<file path="src/rtl/snake_game_ctrl.sv">
// Snake game sequencer: Initial/Run/Lose FSM, move-tick timer, direction latch
// and the one-step-per-tick req/done handshake toward the body/food datapath.
module snake_game_ctrl #(
    parameter int MOVE_DIV      = 10_000_000,
    parameter int SCORE_W       = 8,
    parameter bit ALLOW_REVERSE = 1'b1
) (
    input  logic               Clk,
    input  logic               Reset,
    input  logic               BtnL_p,
    input  logic               BtnR_p,
    input  logic               BtnU_p,
    input  logic               BtnD_p,
    input  logic               step_done,
    input  logic               collide,
    input  logic               food_eaten,
    output logic               step_req,
    output logic [1:0]         step_dir,
    output logic               init_clr,
    output logic [SCORE_W-1:0] score,
    output logic               q_Ini,
    output logic               q_Run,
    output logic               q_Lose
);

    localparam int                 TMR_W     = $clog2(MOVE_DIV);
    localparam logic [TMR_W-1:0]   TICK_AT   = TMR_W'(MOVE_DIV - 1);
    localparam logic [SCORE_W-1:0] SCORE_MAX = '1;

    localparam logic [1:0] DIR_R = 2'b00;
    localparam logic [1:0] DIR_L = 2'b01;
    localparam logic [1:0] DIR_U = 2'b10;
    localparam logic [1:0] DIR_D = 2'b11;

    typedef enum logic [1:0] {
        INI      = 2'd0,
        RUN_WAIT = 2'd1,
        STEP     = 2'd2,
        LOSE     = 2'd3
    } state_t;

    state_t             state, state_nx;
    logic [TMR_W-1:0]   timer, timer_nx;
    logic [1:0]         dir, dir_nx;
    logic               pend, pend_nx;
    logic [1:0]         pend_dir, pend_dir_nx;
    logic [SCORE_W-1:0] score_nx;

    logic       btn_any;
    logic [1:0] btn_dir;
    logic       btn_ok;

    always_ff @(posedge Clk or posedge Reset) begin
        if (Reset) begin
            state    <= INI;
            timer    <= '0;
            dir      <= DIR_R;
            pend     <= 1'b0;
            pend_dir <= DIR_R;
            score    <= '0;
        end else begin
            state    <= state_nx;
            timer    <= timer_nx;
            dir      <= dir_nx;
            pend     <= pend_nx;
            pend_dir <= pend_dir_nx;
            score    <= score_nx;
        end
    end

    always_comb begin
        state_nx    = state;
        timer_nx    = timer;
        dir_nx      = dir;
        pend_nx     = pend;
        pend_dir_nx = pend_dir;
        score_nx    = score;

        btn_any = BtnU_p | BtnD_p | BtnL_p | BtnR_p;
        btn_dir = BtnU_p ? DIR_U : BtnD_p ? DIR_D : BtnL_p ? DIR_L : DIR_R;
        // Opposite directions differ only in bit 0 (R/L, U/D).
        btn_ok  = btn_any && (ALLOW_REVERSE || (btn_dir != (dir ^ 2'b01)));

        if (btn_ok && (state == RUN_WAIT || state == STEP)) begin
            pend_nx     = 1'b1;
            pend_dir_nx = btn_dir;
        end

        case (state)
            INI: begin
                state_nx = RUN_WAIT;
                timer_nx = '0;
                dir_nx   = DIR_R;
                pend_nx  = 1'b0;
                score_nx = '0;
            end
            RUN_WAIT: begin
                if (timer == TICK_AT) begin
                    timer_nx = '0;
                    state_nx = STEP;
                    // A pulse landing on the tick cycle itself still makes this step.
                    if (pend_nx) dir_nx = pend_dir_nx;
                    pend_nx  = 1'b0;
                end else begin
                    timer_nx = timer + TMR_W'(1);
                end
            end
            STEP: begin
                if (step_done) begin
                    if (collide) begin
                        state_nx = LOSE;
                    end else begin
                        if (food_eaten && score != SCORE_MAX) score_nx = score + SCORE_W'(1);
                        state_nx = RUN_WAIT;
                    end
                end
            end
            LOSE:    state_nx = LOSE;
            default: state_nx = INI;
        endcase
    end

    // Outputs are flops loaded from the next-state decode so they track the state edge.
    always_ff @(posedge Clk or posedge Reset) begin
        if (Reset) begin
            q_Ini    <= 1'b1;
            q_Run    <= 1'b0;
            q_Lose   <= 1'b0;
            init_clr <= 1'b1;
            step_req <= 1'b0;
            step_dir <= DIR_R;
        end else begin
            q_Ini    <= (state_nx == INI);
            q_Run    <= (state_nx == RUN_WAIT) || (state_nx == STEP);
            q_Lose   <= (state_nx == LOSE);
            init_clr <= (state_nx == INI);
            step_req <= (state_nx == STEP);
            step_dir <= dir_nx;
        end
    end

endmodule

</file>
<file path="config.mk">
export PLATFORM = sky130hd
export DESIGN_NAME = snake_game_ctrl
export DESIGN_NICKNAME = d
export VERILOG_FILES = /design/src/rtl/snake_game_ctrl.sv
export SDC_FILE = /design/constraint.sdc
export NUM_CORES = 1
export LEC_CHECK = 0
export CORE_ASPECT_RATIO = 1.5
export CORE_MARGIN = 5
export CORE_UTILIZATION = 53
export CTS_BUF_LIST = sky130_fd_sc_hd__clkbuf_8
export DETAILED_ROUTE_END_ITERATION = 6
export GPL_TIMING_DRIVEN = 1
export PLACE_DENSITY = 0.84
export SETUP_SLACK_MARGIN = 0.3
export SLEW_MARGIN = 10
export SYNTH_ARGS = -nofsm -noshare
export SYNTH_HDL_FRONTEND = slang
export SYNTH_SLANG_ARGS = --single-unit
</file>
<file path="constraint.sdc">
create_clock -name Clk -period 1.84 [get_ports Clk]
set_input_delay 0.46 -clock Clk [delete_from_list [all_inputs] [get_ports Clk]]
set_output_delay 0.46 -clock Clk [all_outputs]
set_load 0.01 [all_outputs]
</file>
# Yosys cells after proc, flatten, opt, wreduce, memory -nomap -nowiden
# Cells that the tools add are included.
[word_totals]
regBits = 43
in_bits = 9
out_inout_bits = 15
elab_cells = 58
[classes]
addsub = 2
eq_ne = 13
muxes = 20
bitwise = 3
reduce_logical = 10
[op_table]
columns = ["operator", "count"]
rows = [
  ["$pmux 24 s2", 1],
  ["$add 24x1->24 const B", 1],
  ["$eq 24x24->1 const B", 1],
  ["$mux 24", 1],
  ["$mux 8", 3],
  ["$mux 2", 8],
  ["$pmux 8 s2", 1],
  ["$add 8x1->8 const B", 1],
  ["$eq 2x2->1 const B", 4],
  ["$ne 8x8->1 const B", 1],
  ["$pmux 2 s4", 1],
  ["$ne 2x1->1 const B", 3],
  ["$eq 2x1->1 const B", 2],
  ["$logic_not 2->1", 2],
  ["$ne 2x2->1 const B", 2],
  ["$pmux 2 s2", 1],
  ["$reduce_and 4->1", 1],
  ["$reduce_bool 2->1", 2],
  ["$mux 1", 3],
  ["$or 1x1->1", 3],
  ["$reduce_and 3->1", 1],
  ["$logic_and 1x1->1", 2],
  ["$logic_or 1x1->1", 2],
  ["$pmux 1 s2", 1],
]

# Longest topological paths before layout
# Gate-level depths: netlist of the first run.
[logic_depth]
depth_word = 8
depth_mapped = 8
mapped_depth_nobuf = 7

# Worst setup path after synthesis of the first run
# Ideal clock, no wire load.
[synth_timing]
path_type = "register -> register"
from = "register timer[0]"
to = "register q_Run"
arrival_time_ps = 1842
required_ps = 1714
slack_ps = -128
stages_incl_launch_ff = 9
cell_sequence = "dfrtp_1 ha_1 and4_1 nand4b_2 o21a_1 buf_6 nor2_2 o21a_1 ha_1"
[synth_between]
elab_chain_cells = 5
word_cells_on_any_way = 6
cone_classes = "eq/ne: 3; mux: 2; reduce/logical: 1"
[synth_rtl]
columns = ["item", "line", "rtl"]
rows = [
  ["from (decl)", "43", "logic [TMR_W-1:0] timer, timer_nx;"],
  ["from (signal assigned)", "63", "timer <= timer_nx;"],
  ["$eq 24x24->1 *", "98", "if (timer == TICK_AT) begin"],
  ["$mux 2 *", "98", ""],
  ["$pmux 2 s4 *", "89", "case (state)"],
  ["$eq 2x1->1 or $eq 2x2->1 (tied branches)", "134", "q_Run <= (state_nx == RUN_WAIT) || (state_nx == STEP);"],
  ["$logic_or 1x1->1 *", "134", ""],
  ["to (signal assigned)", "134", ""],
  ["to (decl)", "22", "output logic q_Run,"],
]
# Mark *: on every way between the ends. The rest lies on a longest branch, timed or not.
# A chain may end at the register's enable or synchronous reset.

# Worst setup path in the final report of the first run
[layout_timing]
from = "register state[1]"
to = "register q_Run"
[layout_between]
elab_chain_cells = 4
word_cells_on_any_way = 10
cone_classes = "eq/ne: 5; mux: 3; reduce/logical: 2"
[layout_rtl]
columns = ["item", "line", "rtl"]
rows = [
  ["from (decl)", "42", "state_t state, state_nx;"],
  ["from (signal assigned)", "62", "state <= state_nx;"],
  ["$eq 2x2->1, or another cell as far along", "89", ""],
  ["$pmux 2 s4 *", "89", ""],
  ["$eq 2x1->1 or $eq 2x2->1 (tied branches)", "134", ""],
  ["$logic_or 1x1->1 *", "134", ""],
]
# Marked as above.

==> flow_metrics.tcl, run 1 <==
set metrics [dict create \
    outcome "finished, violations left" \
    violations "setup timing" \
    worstMarginPinSlew_ps 397 \
    synth_cell_types 51 \
    critPathMaxFanout 10 \
    timing.rr.end "q_Run" \
    reg2reg_depth 8 \
    insertedDiodeCount 0 \
    hold_path.class "in2async" \
    clk_latency_ps 310 \
    syn_area_um2 2480 \
    crit_end "q_Run" \
    synth_seq_cells 43 \
    crit_slowest_cell "dfrtp_1" \
    synthArstFlopShare_pct 100 \
    drv_slew 0 \
    row_count 30 \
    die_w_um 65.9 \
    setup_violations 16 \
    finalWirelength_um 9630 \
    io-pin-count 24 \
    grt_max_degree 44 \
    cp.required_ps 2040 \
    synth_edf_count 0 \
    seq_area_frac_synth_pct 43.4 \
    p_per_area_nw_per_um2 426 \
    yosys-top-cells-count "dfrtp_1, nand2_1, nand3_1" \
    die_y_um 93.8 \
    route.detailed.drc 0 \
    cts_root_buffer "clkbuf_8" \
    utilization_pct 85.2 \
    dp_hpwl_um 4520 \
    max_stage_delay_ps 430 \
    max_freq_mhz 524 \
    viasPerCell 6.25 \
    ir_worst_vdd_mv 0.543 \
    gp_congestion 0.838 \
    setup_tns_ps -403 \
    core_area_um2 4540 \
    fin_crit_sh_pct 104 \
    finalCriticalPeriod_ps 1910 \
    yosys.area.top_type_share_pct 42.4 \
    rsz0062_at_grt "true" \
    vias 2701 \
    area_growth_pct 56.1 \
    io_buffers 23 \
    dpl_cell_area_um2 3160 \
    leakage_nw 1.77 \
    grt_overflow_total 0 \
    stdcell_area_um2 3870 \
    synth.area.top_cells "dfrtp_1, nand3_1, nand2_1, ha_1, o21ai_0" \
    reg2reg_from "state[1]" \
    crit_path_end_kind "flip-flop" \
    finalPower_mw 1.65 \
    crit_arrival_ps 2110 \
    fillCellCount 210 \
    path_clk_slew_ps 90 \
    initialDrtViolationCount 246 \
    synth_nets 283 \
    antenna_found_initial 0 \
    syn_inst 265 \
    cts_hold_buf 0 \
    track_usage_pct 26.5 \
    startpoint_type "flip-flop" \
    start_util_pct 54.6 \
    grt_pass1_vias 2539 \
    crit_path_cell_trace "buf_6 -> ha_4 -> buf_4 -> a21oi_4 -> and2_1 -> inv_1 -> o21ai_1 -> ha_1" \
    synthMostInstantiatedCell "dfrtp_1" \
    finalHoldViolations 0 \
    post-place-ws_ps -348 \
    synth_ff_type "dfrtp_1" \
    cts_tree "yes" \
    syn_avg_cell_area_um2 9.36 \
    drtPass1Iterations 5 \
    setup_slack_ps -67.5 \
    yosysWarnings 0 \
    r2r_setup_slack_ps -70 \
    yosys.area.top_type "dfrtp_1" \
    htree_levels 2 \
    grt_first_pass_wirelength_um 12500 \
    ant_nets 0 \
    cts_made_buffers 5 \
    clockBufferDepth 2 \
    cts_sinks 43 \
    nets 385 \
    relSlewSlack_pct 73.3 \
    cap_viol_max_count 0 \
    wl_per_cell_um 22.3 \
    critPathKind "reg2reg" \
    die_area_um2 6180 \
    fin_worst_skew_ps 9.19 \
    drive_gt1_share_pct 44.3 \
    cp-startpoint "state[1]" \
]
## state kept, by name, indices dropped and copies added, names as in the netlist
| name | count |
|---|---|
| pend | 1 |
| pend_dir | 2 |
| q_Ini | 1 |
| q_Lose | 1 |
| q_Run | 1 |
| score | 8 |
| state | 2 |
| step_dir | 2 |
| step_req | 1 |
| timer | 24 |
## critical path: cells and delay by family (launching register included)
family	cells	cell delay (ps)
compound gates	2	330
flops	1	430
simple gates	1	180
fa+ha+maj	2	420
buf+inv	3	430
## final cells by class
type	instances	area, um2	share of cell area [%]
Clock buffer	6	82.6	2.13
Clock inverter	2	8.76	0.226
Inverter	15	62.6	1.62
Multi-Input combinational cell	199	1590	41.1
Sequential cell	43	1080	27.9
Tap cell	64	80.1	2.07
Timing Repair Buffer	103	965	24.9
## cell families after synthesis
kind of cell             share of synthesized area (%)
AO/OA/AOI/OAI                                     16.8
XOR/XNOR                                         0.706
adder cells (fa/ha/maj)                           4.54
buffers and inverters                             4.34
flip-flops                                        43.4
multiplexers                                      2.57
AND/OR/NAND/NOR                                   27.6
## per-stage QoR
step           instances  hold WS [ps]
2_1_floorplan        265           435
3_3_place_gp         388           446
3_5_place_dp         388           465
4_1_cts              417           486
5_1_grt              432           520
6_report             432           511
## worst min path at each step
stage	start	end	slack (ps)
after floorplan	pend_dir[1]	pend_dir[1]	430
after global placement	pend_dir[1]	pend_dir[1]	450
after detailed placement	pend_dir[0]	pend_dir[0]	470
after CTS	pend_dir[0]	pend_dir[0]	490
after global routing	step_dir[0]	step_dir[0]	520
final	Reset	step_dir[1]	510
## report_power, final
part,internal (mW),leakage [nW],switching [mW]
logic,0.0270,1.15,0.0317
clock network,0.298,0.0524,0.348
registers,0.944,0.564,0
total,1.27,1.77,0.379
## layer usage
layer | routed length [um] | part of all wire, % | track usage (%) | up-vias
li1 | - | - | - | 1175
met1 | 3530 | 37 | 29.5 | 1328
met2 | 4930 | 51 | 44.0 | 143
met3 | 622 | 6.5 | 5.39 | 55
met4 | 554 | 5.8 | 18.5 | 0
met5 | 0 | 0 | 0 | -
## cells in the final DEF (no fill, tap or decap), drive strengths merged, types with 11 or more instances in the layout
master        n
buf          81
dfrtp        42
nand2        32
nand3        29
o21ai        24
a21oi        17
inv          15
dlygate4sd2  11
nor2         11
clkbuf       11
## what timing repair did
item                       in CTS  in global routing
cloned                          0                  2
gates resized for setup        53                 66
setup buffers                  21                 13
pin swaps                       9                 18
setup endpoints to repair      55                 46
No activity file was read; power rests on OpenSTA's default activity.
==> run 2, diff against run 1 <==
==> constraint.sdc (replaced) <==
create_clock -name Clk -period 1.84 [get_ports Clk]
set_input_delay 0.46 -clock Clk [delete_from_list [all_inputs] [get_ports Clk]]
set_output_delay 0.46 -clock Clk [all_outputs]
set_load 0.02 [all_outputs]
==> run 2 against run 1 <==
Against the previous run: the flow still finishes with violations (setup timing); global-route usage shrank 2.8 points; wire length shrank 20%; sequential cell count is the same; sequential power is essentially flat; clock-buffer cell count shrank 1; core utilization shrank 3.2 points; first-iteration DRC count shrank 34%; hold slack lost 1.6 ps; critical path type unchanged; clock power shrank 8.5%; sequential share of layout area grew 1.1 points; register-to-register slack lost 70 ps; largest cell class unchanged; fmax shrank 3.4%; critical endpoint unchanged.
==> flow_metrics.tcl, run 2 (synthesis results as in run 1) <==
set metrics [dict create \
    outcome "finished, violations left" \
    violations "setup timing" \
    fin_worst_skew_ps 4.01 \
    seqCellArea_um2 1080 \
    die_w_um 65.9 \
    post-place-ws_ps -375 \
    cts_hold_buf 0 \
    reg2reg_depth 6 \
    cap_viol_max_count 0 \
    io_buffers 23 \
    grt_first_pass_wirelength_um 11200 \
    htree_levels 2 \
    die_area_um2 6180 \
    ant_nets 0 \
    max_stage_delay_ps 450 \
    relSlewSlack_pct 77.9 \
    drtPass1Iterations 4 \
    largest_reg_flops 24 \
    cts_sinks 43 \
    start_util_pct 54.6 \
    grt_pass1_vias 2459 \
    rsz0062_at_grt "true" \
    core_area_um2 4540 \
    row_count 30 \
    utilization_pct 82.0 \
    timing.rr.end "q_Run" \
    critPathKind "reg2reg" \
    leakage_nw 1.64 \
    clockBufferDepth 2 \
    setup_slack_ps -135 \
    drv_slew 0 \
    multi_input_area_um2 1620 \
    initialDrtViolationCount 162 \
    most-common-layout-cells "buf_4, dfrtp_1, nand2_1" \
    finalWirelength_um 7750 \
    finalCriticalPeriod_ps 1980 \
    finalHoldViolations 0 \
    clk_latency_ps 300 \
    path_delay_family "simple AND/OR/NAND/NOR gates" \
    crit_arrival_ps 2170 \
    startpoint_type "flip-flop" \
    whs_ps 509 \
    fin_crit_sh_pct 107 \
    setup_tns_ps -930 \
    route.detailed.drc 0 \
    critPathMaxFanout 4 \
    reg2reg_from "timer[14]" \
    antenna_found_initial 0 \
    cts_root_buffer "clkbuf_8" \
    setup_violations 23 \
    r2r_setup_slack_ps -140 \
    grt_max_degree 44 \
    worstMarginPinSlew_ps 329 \
    cts_made_buffers 5 \
    area_growth_pct 50.3 \
    wl_per_cell_um 18.5 \
    finalPower_mw 1.59 \
    cts_tree "yes" \
    dp_hpwl_um 4510 \
    cp.required_ps 2030 \
    path_clk_slew_ps 80 \
    die_y_um 93.8 \
    drive_gt1_share_pct 43.7 \
    track_usage_pct 23.6 \
    max_freq_mhz 506 \
    layout_commonest_cell "buf_4" \
    fillCellCount 239 \
    cp_num_buf_inv 0 \
    viasPerCell 6.05 \
    ir_worst_vdd_mv 0.597 \
    grt_overflow_total 0 \
    p_per_area_nw_per_um2 426 \
    insertedDiodeCount 0 \
    reg.largest.list "timer: 24 flops, score: 8 flops" \
    crit_path_end_kind "flip-flop" \
    crit_path_cell_trace "nor4b_4 -> nand4_2 -> o21a_4 -> nor2_4 -> o21a_1 -> ha_2" \
    crit_slowest_cell "dfrtp_1" \
    io-pin-count 24 \
    nets 372 \
    cp-startpoint "timer[14]" \
    hold_path.class "in2async" \
    regMostFlops "timer" \
    vias 2536 \
    gp_congestion 0.831 \
]
-- run 2: area by class of cell --
class / count / share of cell area (%)
sequential: 43 / 29.0
clock buffer: 5 / 1.85
clock inverter: 3 / 0.437
inverter: 15 / 1.65
multi-input combinational: 199 / 43.4
tap: 64 / 2.15
timing repair buffer: 90 / 21.5
-- run 2: power breakdown --
part           internal [mW]  leakage [nW]  switching, mW
combinational         0.0247          1.03         0.0290
clock                  0.260        0.0453          0.330
sequential             0.944         0.564              0
-- run 2: through the flow --
| stage | cells | area, um2 |
|---|---|---|
| after floorplan | 265 | 2540 |
| after global placement | 379 | 3090 |
| after detailed placement | 379 | 3090 |
| after CTS | 400 | 3440 |
| after global routing | 419 | 3730 |
| final | 419 | 3730 |
-- run 2: worst max path at each step --
stage	endpoint	depth (start not counted)	slack (ps)
after floorplan	q_Run	8	-30
after global placement	q_Run	7	-300
after detailed placement	q_Run	7	-380
after CTS	timer[18]	6	10
after global routing	q_Run	6	-210
final	q_Run	6	-140
-- run 2: layer usage --
layer / vias to the layer above / wire, um / track usage (%) / share of wire [%]
li1: 1151 / - / - / -
met1: 1248 / 2810 / 23.9 / 36
met2: 104 / 4250 / 44.1 / 55
met3: 33 / 326 / 3.95 / 4.2
met4: 0 / 364 / 13.3 / 4.7
met5: - / 0 / 0 / 0
-- run 2: worst min-delay path, cell delays in order --
cell and delay [ps]:
clkdlybuf4s50_1 400, inv_1 90, buf_12 240
-- run 2: timing repair --
item / CTS / global route
setup endpoints to repair: 55 / 45
buffers inserted: 13 / 18
pin swaps: 17 / 27
resized for setup: 80 / 53
endpoints found under the hold margin: 0 / 0
gates cloned: 0 / 1
